$ cat config.mk
export PLATFORM = sky130hd
export DESIGN_NAME = sb_config_loader_flat
export DESIGN_NICKNAME = d
export VERILOG_FILES = /design/src/rtl/sb_config_loader_if.sv /design/src/rtl/sb_config_loader.sv /design/src/flat_wrapper.sv
export SDC_FILE = /design/constraint.sdc
export NUM_CORES = 1
export LEC_CHECK = 0
export ABC_AREA = 1
export CAP_MARGIN = 20
export CORE_MARGIN = 3
export CORE_UTILIZATION = 56
export CTS_BUF_LIST = sky130_fd_sc_hd__clkbuf_8
export CTS_CLUSTER_DIAMETER = 150
export DETAILED_ROUTE_END_ITERATION = 10
export GPL_TIMING_DRIVEN = 0
export PLACE_DENSITY = 0.85
export SYNTH_ARGS = -nofsm -noshare
export SYNTH_HDL_FRONTEND = slang
export SYNTH_SLANG_ARGS = --single-unit
$ cat constraint.sdc
create_clock -name prog_clk -period 5.8 [get_ports prog_clk]
set_input_delay 1.45 -clock prog_clk [delete_from_list [all_inputs] [get_ports prog_clk]]
set_output_delay 1.45 -clock prog_clk [all_outputs]
set_load 0.005 [all_outputs]
$ cat src/rtl/sb_config_loader_if.sv
// sb_config_loader_if: bitstream handshake, load control/status and SB programming bus (crc_err only with SB_CFG_CRC_EN)
interface sb_config_loader_if #(parameter int ADDR_W = 7);
  logic cfg_start, cfg_abort, bit_valid, bit_data, bit_ready;
  logic enable, data_in, busy, done;
  logic [0:ADDR_W-1] address;
  logic [7:0] bit_count;
`ifdef SB_CFG_CRC_EN
  logic crc_err;
  modport master (input cfg_start, cfg_abort, bit_valid, bit_data,
                  output bit_ready, enable, address, data_in, busy, done, bit_count, crc_err);
  modport slave (output cfg_start, cfg_abort, bit_valid, bit_data,
                 input bit_ready, enable, address, data_in, busy, done, bit_count, crc_err);
`else
  modport master (input cfg_start, cfg_abort, bit_valid, bit_data,
                  output bit_ready, enable, address, data_in, busy, done, bit_count);
  modport slave (output cfg_start, cfg_abort, bit_valid, bit_data,
                 input bit_ready, enable, address, data_in, busy, done, bit_count);
`endif
endinterface

$ cat src/rtl/sb_config_loader.sv
// sb_config_loader: serial bitstream to SB enable/address/data_in sequencer, walks mux memories in decoder order; SB_CFG_CRC_EN adds a trailing CRC-8 check
module sb_config_loader #(
  parameter int ADDR_LO_W = 3,
  parameter int ADDR_HI_W = 4,
  parameter int NUM_MEMS = 15,
  parameter logic [4*NUM_MEMS-1:0] MEM_BITS = 60'h666222222222666
) (
  input logic prog_clk,
  input logic pReset,
  sb_config_loader_if.master sb
);
  localparam int MW = ADDR_HI_W + 1;
`ifdef SB_CFG_CRC_EN
  typedef enum logic [2:0] {IDLE, FETCH, SETUP, STROBE, HOLD, DONE, CHECK} state_t;
  logic [7:0] crc, rx;
  logic [3:0] rx_cnt;
  logic chk, crc_err;
`else
  typedef enum logic [2:0] {IDLE, FETCH, SETUP, STROBE, HOLD, DONE} state_t;
`endif
  state_t state, state_n;
  logic [MW-1:0] mem_idx, mem_nxt;
  logic [ADDR_LO_W-1:0] bit_idx;
  logic [0:ADDR_LO_W+ADDR_HI_W-1] addr;
  logic [7:0] count;
  logic data_q, accept, start, busy, drive, last_bit, last_all;
  function automatic logic [3:0] mem_len(input logic [MW-1:0] m);
    mem_len = 4'd0;
    for (int i = 0; i < NUM_MEMS; i++)
      if (m == MW'(i)) mem_len = MEM_BITS[4*i +: 4];
  endfunction
  // lowest memory at or above 'from' with a nonzero bit count; NUM_MEMS when none remain
  function automatic logic [MW-1:0] next_live(input logic [MW-1:0] from);
    next_live = MW'(NUM_MEMS);
    for (int i = NUM_MEMS - 1; i >= 0; i--)
      if (MW'(i) >= from && MEM_BITS[4*i +: 4] != 4'd0) next_live = MW'(i);
  endfunction
  assign busy = state != IDLE && state != DONE;
  assign start = (state == IDLE || state == DONE) && sb.cfg_start && !sb.cfg_abort;
  assign accept = state == FETCH && sb.bit_valid;
  assign drive = state == SETUP || state == STROBE || state == HOLD;
  assign last_bit = 5'(bit_idx) + 5'd1 >= 5'(mem_len(mem_idx));
  assign mem_nxt = next_live(mem_idx + MW'(1));
  assign last_all = last_bit && mem_nxt == MW'(NUM_MEMS);
  always_comb begin
    state_n = state;
    case (state)
      IDLE, DONE: state_n = start ? FETCH : state;
`ifdef SB_CFG_CRC_EN
      FETCH: state_n = !accept ? FETCH : chk ? CHECK : SETUP;
      HOLD: state_n = FETCH;
      CHECK: state_n = rx_cnt == 4'd8 ? DONE : FETCH;
`else
      FETCH: state_n = accept ? SETUP : FETCH;
      HOLD: state_n = last_all ? DONE : FETCH;
`endif
      SETUP: state_n = STROBE;
      STROBE: state_n = HOLD;
      default: state_n = IDLE;
    endcase
    if (sb.cfg_abort && (busy || sb.cfg_start)) state_n = IDLE;
  end
  always_ff @(posedge prog_clk) begin
    if (pReset) begin
      state <= IDLE;
      mem_idx <= '0;
      bit_idx <= '0;
      data_q <= 1'b0;
      count <= '0;
    end else begin
      state <= state_n;
      if (start) begin
        mem_idx <= next_live('0);
        bit_idx <= '0;
        count <= '0;
      end
      if (accept) data_q <= sb.bit_data;
      if (state == STROBE) count <= count + 8'd1;
      if (state == HOLD) begin
        bit_idx <= last_bit ? '0 : bit_idx + ADDR_LO_W'(1);
        mem_idx <= last_bit ? mem_nxt : mem_idx;
      end
    end
  end
`ifdef SB_CFG_CRC_EN
  // payload bits feed the CRC; once chk is set, accepted bits are the received CRC, MSB first
  always_ff @(posedge prog_clk) begin
    if (pReset || start || sb.cfg_abort) begin
      crc <= '0;
      rx <= '0;
      rx_cnt <= '0;
      chk <= 1'b0;
      crc_err <= 1'b0;
    end else begin
      if (accept && !chk) crc <= {crc[6:0], 1'b0} ^ ({8{crc[7] ^ sb.bit_data}} & 8'h07);
      if (accept && chk) rx <= {rx[6:0], sb.bit_data};
      if (accept && chk) rx_cnt <= rx_cnt + 4'd1;
      if (state == HOLD && last_all) chk <= 1'b1;
      if (state == CHECK && rx_cnt == 4'd8) crc_err <= rx != crc;
    end
  end
  assign sb.crc_err = crc_err;
`endif
  always_comb begin
    addr = '0;
    for (int k = 0; k < ADDR_LO_W; k++) addr[k] = bit_idx[k];
    for (int j = 0; j < ADDR_HI_W; j++) addr[ADDR_LO_W+j] = mem_idx[ADDR_HI_W-1-j];
  end
  assign sb.address = drive ? addr : '0;
  assign sb.data_in = drive & data_q;
  assign sb.enable = state == STROBE;
  assign sb.bit_ready = state == FETCH;
  assign sb.busy = busy;
  assign sb.done = state == DONE;
  assign sb.bit_count = count;
endmodule

$ cat src/flat_wrapper.sv
// flat-port wrapper written by rule: the top's interface ports become plain ports
module sb_config_loader_flat 
#(
  parameter int ADDR_LO_W = 3,
  parameter int ADDR_HI_W = 4,
  parameter int NUM_MEMS = 15,
  parameter logic [4*NUM_MEMS-1:0] MEM_BITS = 60'h666222222222666
)
  (prog_clk, pReset, sb_cfg_start, sb_cfg_abort, sb_bit_valid, sb_bit_data, sb_bit_ready, sb_enable, sb_address, sb_data_in, sb_busy, sb_done, sb_bit_count);
  sb_config_loader_if #(.ADDR_W((7))) sb_i ();
  input logic prog_clk;
  input logic pReset;
  input wire logic [$bits(sb_i.cfg_start)-1:0] sb_cfg_start;
  input wire logic [$bits(sb_i.cfg_abort)-1:0] sb_cfg_abort;
  input wire logic [$bits(sb_i.bit_valid)-1:0] sb_bit_valid;
  input wire logic [$bits(sb_i.bit_data)-1:0] sb_bit_data;
  output wire logic [$bits(sb_i.bit_ready)-1:0] sb_bit_ready;
  output wire logic [$bits(sb_i.enable)-1:0] sb_enable;
  output wire logic [$bits(sb_i.address)-1:0] sb_address;
  output wire logic [$bits(sb_i.data_in)-1:0] sb_data_in;
  output wire logic [$bits(sb_i.busy)-1:0] sb_busy;
  output wire logic [$bits(sb_i.done)-1:0] sb_done;
  output wire logic [$bits(sb_i.bit_count)-1:0] sb_bit_count;
  assign sb_i.cfg_start = sb_cfg_start;
  assign sb_i.cfg_abort = sb_cfg_abort;
  assign sb_i.bit_valid = sb_bit_valid;
  assign sb_i.bit_data = sb_bit_data;
  assign sb_bit_ready = sb_i.bit_ready;
  assign sb_enable = sb_i.enable;
  assign sb_address = sb_i.address;
  assign sb_data_in = sb_i.data_in;
  assign sb_busy = sb_i.busy;
  assign sb_done = sb_i.done;
  assign sb_bit_count = sb_i.bit_count;
  sb_config_loader #(.ADDR_LO_W(ADDR_LO_W), .ADDR_HI_W(ADDR_HI_W), .NUM_MEMS(NUM_MEMS), .MEM_BITS(MEM_BITS)) u_core (.prog_clk(prog_clk), .pReset(pReset), .sb(sb_i));
endmodule
# Word level (Yosys, flattened, before mapping)

Cells that the tools add are included.

Input bits: 6
Register bits: 20
Word-level logic and storage cells: 111

Equality and inequality tests: 23
Multiplexer cells: 43
Reductions and logical operators: 19
Order comparisons: 16
Bitwise operators: 1
Add/subtract/negate cells: 4

Operators by type and width:

| kind                | count |
|---|---|
| $mux 4              | 22 |
| $eq 5x4->1 const B  | 7 |
| $ge 4x5->1 const A  | 7 |
| $mux 3              | 10 |
| $eq 5x3->1 const B  | 4 |
| $ge 3x5->1 const A  | 4 |
| $mux 8              | 2 |
| $mux 5              | 3 |
| $pmux 3 s5          | 1 |
| $eq 5x2->1 const B  | 2 |
| $ge 1x5->1 const A  | 2 |
| $ge 2x5->1 const A  | 2 |
| $add 8x1->8 const B | 1 |
| $mux 7              | 1 |
| $eq 3x2->1 const B  | 2 |
| $eq 3x3->1 const B  | 2 |
| $logic_and 1x1->1   | 6 |
| $mux 2              | 3 |
| $add 5x1->5 const B | 1 |
| $eq 5x1->1 const B  | 1 |
| $ge 5x4->1          | 1 |
| $logic_not 5->1     | 1 |
| $add 3x1->4 const B | 1 |
| $eq 4x4->1 const B  | 1 |
| 13 further kinds    | 19 |

# Depth between registers and ports, before layout

Depth in word-level cells: 21
Depth in mapped cells: 19
Gate-level depth less buffers: 19

# Worst setup path before layout

Ideal clock, no wire load.

Path type: register to output
Start point: reg u_core.state[1]
End point: out sb_address[0]
Setup slack: 3378 ps
Stages on the path, launching flop included: 5
Data required time: 4350 ps
Arrival: 972 ps
Path through: dfxtp_1 -> buf_4 -> nor3_1 -> a21oi_1 -> nor2_1

Cells in the longest elaborated chain, start to end: 4
Elaborated cells between the ends (all ways): 6

RTL lines:

| item                     | RTL line                | RTL |
|---|---|---|
| start: declaration       | sb_config_loader.sv:21  | `state_t state, state_n;` |
| start signal: assignment | sb_config_loader.sv:71  | `state <= state_n;` |
| $eq 3x2->1               | sb_config_loader.sv:41  | `assign drive = state == SETUP \|\| state == STROBE \|\| state == HOLD;` |
| $logic_or 1x1->1         | sb_config_loader.sv:41  |  |
| $logic_or 1x1->1 (*)     | sb_config_loader.sv:41  |  |
| $mux 7 (*)               | sb_config_loader.sv:109 | `assign sb.address = drive ? addr : '0;` |
| end: declaration         | flat_wrapper.sv:19      | `output wire logic [$bits(sb_i.address)-1:0] sb_address;` |

Mark *: on every way between the ends. The rest lies on a longest branch, timed or not.

# Worst setup path after layout

Start point: reg u_core.state[2]
End point: out sb_address[1]

The elaborated chain is that of the path after synthesis.

==> flow_summary_export.csv <==
group,metric,value,unit
routing,drt_pre_antenna_iters,4,
placed_design,post-place-ws,2.67,ns
power_and_ir_drop,internal-power,0.189,mW
power_and_ir_drop,p_leak,0.723,nW
routing,wl_per_cell,11.9,um
clock_tree,cts_tree,"yes",
critical_path,cp_num_buf_inv,2,
routing,drt_iter0_markers,46,
clock_tree,cts_resized,0,
power_and_ir_drop,switching_share,0.240,
finish,drive_gt1_frac,0.0851,
finish,n_antenna_cell,0,
clock_tree,htreeDepth,1,
flow_run,drv_cap,0,
timing,tightest_slew,0.694,ns
floorplan,initial_utilization,0.598,
floorplan,rows,17,
logic_synthesis,synth_nets,221,
routing,drc_errors,0,
floorplan,die-area,3010,sq um
clock_tree,clk_latency,0.26,ns
global_route,grt_pass1_wl,5050,um
finish,layout.nets,251,
routing,vias_per_cell,5.33,
critical_path,cp-start-kind,"register",
clock_tree,cts-root-buf,"clkbuf_8",
timing,fin_crit,3.41,ns
clock_tree,postCtsSetupRepairBufs,0,
placed_design,dp_hpwl,2430,um
routing,via_count,1401,
logic_synthesis,yosys_warnings,0,
clock_tree,clock_sinks,19,
clock_tree,path_clk_slew,0.07,ns
placed_design,io_buffers,25,
global_route,overflow,0,
timing,relSlewSlack,0.538,
placed_design,gp_congestion,0.778,
finish,area.growth.synth_to_final,24.8,%
finish,final_common_cell,"nand2_1",
routing,wl,3120,um
placed_design,placed_cells,259,
floorplan,die_h,54.8,um
routing,ant_nets,0,
logic_synthesis,synth_edf_count,0,
critical_path,crit_path_max_fanout,8,
clock_tree,hold_buffers,0,
floorplan,die_x,54.8,um
logic_synthesis,synth_cell_types,30,
critical_path,max_stage_delay,0.56,ns
logic_synthesis,synthFlopType,"dfxtp_1",
power_and_ir_drop,power_frac_seq,0.533,
timing,rsz0062_at_grt,"false",
floorplan,core,2230,sq um
logic_synthesis,ys_ff_latch,19,
finish,fin_cells,263,
power_and_ir_drop,p_sw,0.0597,mW
critical_path,critPathTopFamily,"buffers and inverters",
critical_path,cp.required,4.35,ns
critical_path,worstPathCellList,"inv_2, nor3_1, a21oi_1, nor2_1, clkdlybuf4s50_1",
power_and_ir_drop,clkPwrFrac,0.372,
clock_tree,cts_buffers,3,
critical_path,crit_slowest_cell,"a21oi_1",
logic_synthesis,synth_cells,206,
finish,layout_common_cells,"47 x nand2_1, 31 x inv_1, 31 x nor2_1",
logic_synthesis,syn_area_per_cell,6.48,sq um
global_route,grt_pass1_vias,1197,
timing,finalClockSkew,0.00722,ns
logic_synthesis,synth_area,1340,sq um
power_and_ir_drop,pwr-share-comb,0.095,
hold_path,hold_class,"reg -> reg",
status,status,"complete, no violations",
timing,hold_violations,0,
timing,drv_slew,0,
global_route,grt_max_degree,12,
logic_synthesis,ys_seq_area_frac,0.285,
power_and_ir_drop,ir_worst_vdd,182,uV
power_and_ir_drop,powerDensity,149,nW/um^2
floorplan,ios,26,
clock_tree,cts.path.max_buffers,2,
timing,fmax,293,MHz
timing,finalSetupTns,0,ns
critical_path,worstPathArrival,1.96,ns
timing,finalCritPeriodShare,0.588,
logic_synthesis,async_reset_ff_frac,0,
critical_path,path_class,"reg -> out",
timing,setup_viol,0,
timing,timing.final.ws_setup,2.39,ns
critical_path,end_kind,"primary output",
global_route,grt.total_usage,0.232,
global_route,antenna_found_initial,0,
## final timing paths
| path | from | endpoint | slack (ns) | cells after the start |
|---|---|---|---|---|
| worst max register to register | u_core.mem_idx[0] | u_core.bit_idx[1] | 2.97 | 14 |
| worst min-delay path | u_core.data_q | u_core.data_q | 0.46 | 2 |
| worst max-delay path | u_core.state[2] | sb_address[1] | 2.39 | 5 |
| worst min register to register | u_core.data_q | u_core.data_q | 0.46 | 2 |
## flip-flops by register name, summed over array words and instances (netlist names)
signal / cells
u_core.mem_idx: 4
u_core.data_q: 1
u_core.bit_idx: 3
u_core.state: 3
u_core.sb.bit_count: 8
## cell usage after synthesis, types with 2 or more instances
| library cell | instances | area share |
|---|---|---|
| nand3_1 | 9 | 0.034 |
| a21oi_1 | 19 | 0.071 |
| nand4_1 | 3 | 0.014 |
| nor4_1 | 2 | 0.0094 |
| a221oi_2 | 3 | 0.034 |
| inv_2 | 4 | 0.011 |
| nor2_1 | 31 | 0.087 |
| nand2_1 | 47 | 0.13 |
| nor3_1 | 4 | 0.015 |
| nand2_2 | 2 | 0.0094 |
| o21ai_0 | 7 | 0.026 |
| inv_1 | 31 | 0.087 |
| dfxtp_1 | 19 | 0.28 |
| ha_1 | 9 | 0.084 |
## worst register-to-register path, stage by stage, from the launching register on
cell and delay (ns):
dfxtp_1 0.50, inv_1 0.14, ha_1 0.22, nor2_1 0.15, nand2_1 0.09, a22oi_1 0.20
nand3b_1 0.10, a21oi_1 0.14, inv_1 0.06, ha_1 0.27, a21oi_1 0.15, o31ai_1 0.12
nor4_1 0.38, nand2_1 0.10, a21oi_1 0.15
## metal layers
metal	vias up	wire length (um)	global-route usage
met1	637	1470	0.309
li1	718	-	-
met5	-	0	0
met2	41	1460	0.368
met3	5	163	0.0599
met4	0	21	0.0581
## stage by stage
stage          area (sq um)  utilization  power [mW]  hold slack, ns
6_report               1670        0.746       0.249           0.456
5_1_grt                1670        0.746       0.260           0.470
4_1_cts                1670        0.746       0.249           0.459
3_5_place_dp           1620        0.725       0.159           0.448
3_3_place_gp           1620        0.725       0.158           0.438
2_1_floorplan          1340            -       0.149           0.429
## power groups by stage
stage	combinational [mW]	sequential [mW]	clock [mW]
final	0.0237	0.133	0.0926
after global routing	0.0265	0.133	0.101
after CTS	0.0236	0.133	0.0932
after detailed placement	0.0234	0.136	0
after global placement	0.0227	0.136	0
after floorplan	0.0136	0.135	0
## kinds of logic after synthesis
| kind of cell | count (synthesis) | share of synthesized area |
|---|---|---|
| compound gates | 34 | 0.161 |
| xor+xnor | 2 | 0.0131 |
| fa+ha+maj | 9 | 0.0844 |
| buf+inv | 40 | 0.132 |
| flops | 19 | 0.285 |
| simple gates | 102 | 0.324 |
## cell type report
type / count / area, sq um
Buffer: 3 / 22.5
Clock buffer: 3 / 41.3
Clock inverter: 1 / 5.00
Fill cell: 190 / 567
Inverter: 37 / 154
Multi-Input combinational cell: 147 / 778
Sequential cell: 19 / 380
Tap cell: 28 / 35.0
Timing Repair Buffer: 25 / 250
(Power assumes the default switching activity.)
